<file path="src/rtl/vga_bus_ctrl_pkg.sv">
// Shared definitions for the VGA bus front end: register map, CTRL bits,
// clear-sweep FSM states and reset colour pair.
package vga_bus_ctrl_pkg;

    localparam int unsigned BUS_W    = 8;
    localparam int unsigned COL_W    = 16;
    localparam int unsigned NUM_REGS = 7;

    localparam logic [BUS_W-1:0] REG_X         = 8'd0;
    localparam logic [BUS_W-1:0] REG_Y         = 8'd1;
    localparam logic [BUS_W-1:0] REG_PIXEL     = 8'd2;
    localparam logic [BUS_W-1:0] REG_CTRL      = 8'd3;
    localparam logic [BUS_W-1:0] REG_COLOUR_LO = 8'd4;
    localparam logic [BUS_W-1:0] REG_COLOUR_HI = 8'd5;
    localparam logic [BUS_W-1:0] REG_FILL      = 8'd6;

    localparam int unsigned CTRL_AUTO_INC = 0;
    localparam int unsigned CTRL_CLEAR    = 1;

    localparam logic [COL_W-1:0] COLOUR_RST = 16'h33CC;

    typedef enum logic {
        ST_IDLE  = 1'b0,
        ST_CLEAR = 1'b1
    } clr_state_e;

    // True when a base-relative offset lands inside the register window.
    function automatic logic reg_in_window(input logic [BUS_W-1:0] off);
        return off < BUS_W'(NUM_REGS);
    endfunction

endpackage

</file>
<file path="src/rtl/vga_clear_seq.sv">
// Clear-screen sweep: walks every frame-buffer address once, ascending,
// one per cycle after a start request; start is ignored while sweeping.
module vga_clear_seq
    import vga_bus_ctrl_pkg::*;
#(
    parameter int unsigned ADDR_W = 15
) (
    input  logic              clk,
    input  logic              rst_n,
    input  logic              start_i,
    output logic              busy_o,
    output logic [ADDR_W-1:0] addr_o,
    output logic              we_o
);

    clr_state_e        state_q;
    logic [ADDR_W-1:0] addr_q;

    always_ff @(posedge clk or negedge rst_n) begin
        if (!rst_n) begin
            state_q <= ST_IDLE;
            addr_q  <= '0;
        end else begin
            case (state_q)
                ST_IDLE: begin
                    if (start_i) begin
                        state_q <= ST_CLEAR;
                        addr_q  <= '0;
                    end
                end
                ST_CLEAR: begin
                    if (addr_q == '1) begin
                        state_q <= ST_IDLE;
                        addr_q  <= '0;
                    end else begin
                        addr_q <= addr_q + 1'b1;
                    end
                end
                default: begin
                    state_q <= ST_IDLE;
                    addr_q  <= '0;
                end
            endcase
        end
    end

    assign busy_o = (state_q == ST_CLEAR);
    assign we_o   = (state_q == ST_CLEAR);
    assign addr_o = addr_q;

endmodule

</file>
<file path="src/rtl/vga_bus_ctrl.sv">
// Bus-mapped VGA frame-buffer front end: register decode, X/Y cursor with
// auto-increment, colour pair, and frame-buffer port A write mux.
module vga_bus_ctrl
    import vga_bus_ctrl_pkg::*;
#(
    parameter logic [7:0]  BASE_ADDR = 8'hB0,
    parameter int unsigned X_W       = 8,
    parameter int unsigned Y_W       = 7,
    parameter int unsigned PIX_W     = 1
) (
    input  logic                 clk,
    input  logic                 rst_n,
    input  logic [BUS_W-1:0]     bus_addr_i,
    input  logic [BUS_W-1:0]     bus_data_i,
    input  logic                 bus_we_i,
    output logic [X_W+Y_W-1:0]   fb_addr_o,
    output logic [PIX_W-1:0]     fb_data_o,
    output logic                 fb_we_o,
    output logic [COL_W-1:0]     config_colours_o,
    output logic                 busy_o
);

    localparam int unsigned ADDR_W = X_W + Y_W;

    logic [BUS_W-1:0]  off_c;
    logic              hit_c;
    logic              wr_x_c, wr_y_c, wr_pixel_c, wr_ctrl_c;
    logic              wr_col_lo_c, wr_col_hi_c, wr_fill_c;
    logic              pix_c, clr_start_c;

    logic [X_W-1:0]    x_q;
    logic [Y_W-1:0]    y_q;
    logic              auto_inc_q;
    logic [PIX_W-1:0]  fill_q;
    logic [PIX_W-1:0]  fill_snap_q;
    logic [7:0]        col_lo_q;
    logic [7:0]        col_hi_q;
    logic              pix_we_q;
    logic [ADDR_W-1:0] pix_addr_q;
    logic [PIX_W-1:0]  pix_data_q;

    logic              clr_busy;
    logic              clr_we;
    logic [ADDR_W-1:0] clr_addr;

    // Address decode relative to the register window.
    always_comb begin
        off_c       = BUS_W'(bus_addr_i - BASE_ADDR);
        hit_c       = bus_we_i && reg_in_window(off_c);
        wr_x_c      = hit_c && (off_c == REG_X);
        wr_y_c      = hit_c && (off_c == REG_Y);
        wr_pixel_c  = hit_c && (off_c == REG_PIXEL);
        wr_ctrl_c   = hit_c && (off_c == REG_CTRL);
        wr_col_lo_c = hit_c && (off_c == REG_COLOUR_LO);
        wr_col_hi_c = hit_c && (off_c == REG_COLOUR_HI);
        wr_fill_c   = hit_c && (off_c == REG_FILL);
        pix_c       = wr_pixel_c && !clr_busy;
        clr_start_c = wr_ctrl_c && bus_data_i[CTRL_CLEAR];
    end

    vga_clear_seq #(
        .ADDR_W (ADDR_W)
    ) u_clear_seq (
        .clk     (clk),
        .rst_n   (rst_n),
        .start_i (clr_start_c),
        .busy_o  (clr_busy),
        .addr_o  (clr_addr),
        .we_o    (clr_we)
    );

    // Cursor: explicit X/Y writes, or post-increment after an accepted pixel.
    always_ff @(posedge clk or negedge rst_n) begin
        if (!rst_n) begin
            x_q <= '0;
            y_q <= '0;
        end else begin
            if (wr_x_c) begin
                x_q <= bus_data_i[X_W-1:0];
            end else if (pix_c && auto_inc_q) begin
                x_q <= x_q + 1'b1;
                if (x_q == '1) begin
                    y_q <= y_q + 1'b1;
                end
            end
            if (wr_y_c) begin
                y_q <= bus_data_i[Y_W-1:0];
            end
        end
    end

    always_ff @(posedge clk or negedge rst_n) begin
        if (!rst_n) begin
            auto_inc_q  <= 1'b0;
            fill_q      <= '0;
            fill_snap_q <= '0;
            col_lo_q    <= COLOUR_RST[7:0];
            col_hi_q    <= COLOUR_RST[15:8];
        end else begin
            if (wr_ctrl_c) begin
                auto_inc_q <= bus_data_i[CTRL_AUTO_INC];
            end
            if (wr_fill_c) begin
                fill_q <= bus_data_i[PIX_W-1:0];
            end
            if (clr_start_c && !clr_busy) begin
                fill_snap_q <= fill_q;
            end
            if (wr_col_lo_c) begin
                col_lo_q <= bus_data_i;
            end
            if (wr_col_hi_c) begin
                col_hi_q <= bus_data_i;
            end
        end
    end

    // Pixel write port: address captured before the cursor advances.
    always_ff @(posedge clk or negedge rst_n) begin
        if (!rst_n) begin
            pix_we_q   <= 1'b0;
            pix_addr_q <= '0;
            pix_data_q <= '0;
        end else begin
            pix_we_q <= pix_c;
            if (pix_c) begin
                pix_addr_q <= {y_q, x_q};
                pix_data_q <= bus_data_i[PIX_W-1:0];
            end
        end
    end

    // Sweep and pixel writes never overlap: pixels are dropped while busy.
    assign fb_we_o          = clr_we | pix_we_q;
    assign fb_addr_o        = clr_busy ? clr_addr : pix_addr_q;
    assign fb_data_o        = clr_busy ? fill_snap_q : pix_data_q;
    assign busy_o           = clr_busy;
    assign config_colours_o = {col_hi_q, col_lo_q};

endmodule

</file>
<file path="config.mk">
export PLATFORM = sky130hd
export DESIGN_NAME = vga_bus_ctrl
export DESIGN_NICKNAME = d
export VERILOG_FILES = /design/src/rtl/vga_bus_ctrl_pkg.sv /design/src/rtl/vga_clear_seq.sv /design/src/rtl/vga_bus_ctrl.sv
export SDC_FILE = /design/constraint.sdc
export NUM_CORES = 1
export LEC_CHECK = 0
export ABC_AREA = 1
export BUFFER_PORTS_ARGS = -buffer_cell sky130_fd_sc_hd__buf_2
export CAP_MARGIN = 10
export CORE_UTILIZATION = 45
export DETAILED_ROUTE_END_ITERATION = 6
export HOLD_SLACK_MARGIN = 0.1
export PLACE_DENSITY = 0.65
export SLEW_MARGIN = 30
export SYNTH_ARGS = -nofsm -noshare
export SYNTH_HDL_FRONTEND = slang
export SYNTH_SLANG_ARGS = --single-unit
</file>
<file path="constraint.sdc">
create_clock -name clk -period 2.3 [get_ports clk]
set_input_delay 0.46 -clock clk [delete_from_list [all_inputs] [get_ports clk]]
set_output_delay 0.46 -clock clk [all_outputs]
set_load 0.02 [all_outputs]
</file>
Word-level counts from Yosys, hierarchy flattened

Cells that the tools add are included.

Reduce and logical (&&, ||, !) cells: 18
Add/subtract/negate cells: 4
$lt $le $gt $ge: 1
Bitwise operators: 2
Equal/unequal tests: 10
Multiplexer cells: 14

Operators by type and width:

| cell                                                                  | number |
|---|---|
| 15-bit 2-to-1 mux                                                     | 3 |
| 15-bit one-hot mux with 2 select lines                                | 1 |
| 7-bit 2-to-1 mux                                                      | 4 |
| 8-bit by 3-bit == test with 1-bit output (second input constant)      | 3 |
| 8-bit by 2-bit == test with 1-bit output (second input constant)      | 2 |
| 8-bit 2-to-1 mux                                                      | 2 |
| 15-bit by 1-bit adder with 15-bit output (second input constant)      | 1 |
| 15-bit == test (second input constant)                                | 1 |
| 1-bit logical AND                                                     | 12 |
| 8-bit by 1-bit adder with 8-bit output (second input constant)        | 1 |
| 8-bit by 1-bit == test with 1-bit output (second input constant)      | 1 |
| 8-bit == test (second input constant)                                 | 1 |
| 8-bit logical NOT                                                     | 1 |
| 8-bit by 3-bit < comparator with 1-bit output (second input constant) | 1 |
| 8-bit subtractor (second input constant)                              | 1 |
| 7-bit by 1-bit adder with 7-bit output (second input constant)        | 1 |
| 2-bit nonzero test                                                    | 3 |
| 1-bit 2-to-1 mux                                                      | 3 |
| 3-bit AND reduction                                                   | 1 |
| 2-bit by 1-bit != test with 1-bit output (second input constant)      | 1 |
| 2-bit != test (second input constant)                                 | 1 |
| 1-bit one-hot mux with 2 select lines                                 | 1 |
| 1-bit logical NOT                                                     | 1 |
| 1-bit inverter                                                        | 1 |
| 1-bit OR                                                              | 1 |

Register bits after elaboration: 67
Input port bits: 19
Word-level logic and storage cells: 61
Output and inout bits: 34

Depth between registers and ports, before layout

Depth after elaboration: 9
Mapped depth: 11
Gate-level depth less buffers: 10

Modules after synthesis

From an unflattened synthesis, not the netlist that was laid out.

Cells, all modules: 500
Area total of the unflattened synthesis: 3812.4 um^2

By module, submodules not included:

| module        | cells each | area each (um^2) | times used | sequential area each (um^2) |
|---|---|---|---|---|
| vga_bus_ctrl  | 374        | 2825.2           | 1          | 1286.2 |
| vga_clear_seq | 126        | 987.2            | 1          | 400.4 |

Worst setup path after synthesis

No wires, ideal clock.

Path type: register to output
Start point: reg u_clear_seq.state_q, in the netlist u_clear_seq.busy_o
End point: out fb_addr_o[12]
Buffers on the path: 2
Arrival time: 1.488 ns
Setup slack: 0.352 ns
Cell stages (with the launch flop): 5
Data required time: 1.840 ns
Cell sequence: dfrtp_1 -> inv_1 -> clkbuf_1 -> buf_1 -> o21ai_0

Cells in the longest elaborated chain, start to end: 1

RTL lines:

| item                   | line                | source |
|---|---|---|
| from (decl)            | vga_clear_seq.sv:16 | `clr_state_e state_q;` |
| from (signal assigned) | vga_clear_seq.sv:21 | `state_q <= ST_IDLE;` |
| from (signal assigned) | vga_clear_seq.sv:27 | `state_q <= ST_CLEAR;` |
| from (signal assigned) | vga_clear_seq.sv:33 | `state_q <= ST_IDLE;` |
| 15-bit 2-to-1 mux      | vga_bus_ctrl.sv:135 | `assign fb_addr_o = clr_busy ? clr_addr : pix_addr_q;` |
| to (decl)              | vga_bus_ctrl.sv:16  | `output logic [X_W+Y_W-1:0] fb_addr_o,` |

Every way passes these cells.

Worst setup path after layout

Start point: reg u_clear_seq.state_q, in the netlist u_clear_seq.busy_o
End point: out fb_addr_o[8]

Same word-level chain as after synthesis.

==> results.yml <==
pwr:
  power.density_mw_per_mm2: 571
  p_leak_uw: 0.00222
  finalPower_uw: 2430
  vdd_drop_max_uv: 362
route:
  drt_iter0_drc: 187
  drc_errors: 0
  wirelength_mm: 8.20
  drt_pass1_iterations: 4
  vias: 3202
  vias_per_cell: 5.00
  antenna_left: 0
  wl_per_cell_um: 12.8
floorplan:
  die_area_mm2: 0.00848
  num_rows: 32
  pin_count: 53
  dieHeight_um: 92.1
  coreArea_mm2: 0.00781
  start_util: 0.468
  dieWidth_um: 92.1
timing:
  tns_ns: 0
  skew_ns: 0.0114
  rsz0062_at_grt: "false"
  min_period_ns: 2.09
  hold_viol: 0
  tightest_slew_ns: 0.622
  slew_violations: 0
  setup_violations: 0
  slew_headroom: 0.584
  final.period_utilization: 0.907
  fmax_ghz: 0.479
setup_path:
  startpoint_type: "flip-flop"
  cp_max_fo: 42
  cp.required_ns: 1.84
  critPathCaptureType: "primary output"
  arrival_ns: 1.63
  regToRegSetupSlack_ns: 0.53
  path_class: "reg -> out"
global_route:
  first_global_vias: 2936
  grt_pass1_wl_mm: 13.8
  antenna_found_initial: 0
  grt.overflow.total: 0
  grt_max_degree: 68
  grt_use_total: 0.208
placed_design:
  dp_hpwl_mm: 5.97
  io_buffers: 52
  place_congestion: 0.851
yosys:
  syn_inst: 478
  synth.area.top_cells: "dfrtp_1, nand2_1, nand3_1"
  synth_area_mm2: 0.00365
  synth_most_common_cell: "nand2_1"
  syn_area_per_cell_um2: 7.64
  synth_top_area_frac: 0.404
  synth_seq_cells: 67
  synth_nets: 500
  yosysTopAreaCell: "dfrtp_1"
  ys_warn_count: 0
  synth_edf_count: 0
  synthFlopType: "dfrtp_1"
  synthArstFlopShare: 1.00
  ys_top_cells_by_count: "nand2_1, dfrtp_1, nand3_1"
  synth.yosys.seq_area_share: 0.462
  ys_types: 28
clocking:
  numClockSinks: 67
  root_buffer: "clkbuf_8"
  numCtsBuffers: 9
  clock_latency_ns: 0.34
  cts_setup_buffers: 0
  cts_hold_buf: 0
  htree_num_levels: 3
  cts_resized: 0
  tritoncts: "done"
  path_clk_slew_ns: 0.08
  cts_buffer_depth: 2
finish:
  fillCellCount: 758
  drive_gt1_frac: 0.208
  num_antenna_cells: 0
  syn_to_final_growth_pct: 16.6
  finalNetCount: 556
min_path:
  min_path_type: "in -> async"
status:
  outcome: "completed"
run:
  drv_cap: 0
[placed cells by master, fill, tap and decap left out, types with 3 or more instances in the layout]
| cell type | instances |
|---|---|
| inv_1 | 42 |
| nand2_2 | 5 |
| nand2_1 | 175 |
| clkbuf_8 | 11 |
| ha_1 | 3 |
| nor2_4 | 3 |
| o21ai_0 | 21 |
| buf_2 | 52 |
| dfstp_2 | 8 |
| xor2_1 | 11 |
| dfrtp_1 | 59 |
| buf_4 | 4 |
| nand3_1 | 57 |
| o21ai_1 | 26 |
| nand4_1 | 4 |
| nor2_1 | 18 |
| inv_2 | 5 |
| nor3_1 | 6 |
| nand3_2 | 10 |
[power by group]
group	leakage (uW)	switching [uW]	total [uW]	internal [uW]
Combinational	0.00120	77.6	112	34.7
Clock	0.000113	449	1120	669
Sequential	0.000906	10.4	1200	1190
[routing by layer]
layer  GRT usage  routed length [um]  up-vias
li1            -                   -     1647
met1       0.272                3840     1470
met2       0.345                3930       73
met3      0.0415                 312       12
met4      0.0690                 123        0
met5           0                   0        -
[flip-flops by register name, summed over array words and instances, names as in the netlist, 7 cells and up]
signal	flops
col_hi_q	8
col_lo_q	8
pix_addr_q	15
u_clear_seq.addr_o	15
x_q	8
y_q	7
[kinds of logic (layout without fill, tap and decap cells)]
kind of cell / Yosys count / after routing / share of synthesized area
simple gates: 289 / 289 / 0.366
fa+ha+maj: 3 / 3 / 0.0103
flops: 67 / 67 / 0.462
xor+xnor: 11 / 11 / 0.0264
buf+inv: 60 / 121 / 0.0695
compound gates: 48 / 48 / 0.0665
[stage by stage]
stage / instances / util / hold WS, ns / instance area [um^2] / worst slack (ns)
6_report: 641 / 0.546 / 0.119 / 4260 / 0.214
2_1_floorplan: 478 / - / 0.164 / 3650 / 0.352
4_1_cts: 641 / 0.546 / 0.137 / 4260 / 0.204
3_3_place_gp: 625 / 0.517 / 0.458 / 4030 / 0.476
3_5_place_dp: 625 / 0.517 / 0.466 / 4030 / 0.431
5_1_grt: 641 / 0.546 / 0.154 / 4260 / 0.119
[path summary, 6_finish.rpt]
check | startpoint | end | depth (start not counted)
max | u_clear_seq.busy_o | fb_addr_o[8] | 5
max reg2reg | u_clear_seq.addr_o[0] | u_clear_seq.addr_o[7] | 8
min | rst_n | u_clear_seq.addr_o[9] | 2
max in group asynchronous | rst_n | col_hi_q[4] | 2
min reg2reg | col_hi_q[1] | col_hi_q[1] | 2
min in group clk | bus_data_i[5] | col_hi_q[5] | 3
[critical path, stage by stage, from the launching register on]
cell	delay (ns)
dfrtp_1	0.38
inv_1	0.25
buf_12	0.25
nand2_1	0.08
o21ai_0	0.10
buf_2	0.20
[final cells by class]
type                            instances  area, um^2  area share
Clock buffer                           12         155      0.0364
Sequential cell                        67        1690       0.396
Tap cell                              102         128      0.0300
Multi-Input combinational cell        351        1710       0.402
Clock inverter                          4        72.6      0.0170
Inverter                               47         176      0.0414
Timing Repair Buffer                   58         330      0.0775
Note: power is estimated with default switching activity, not from simulation.
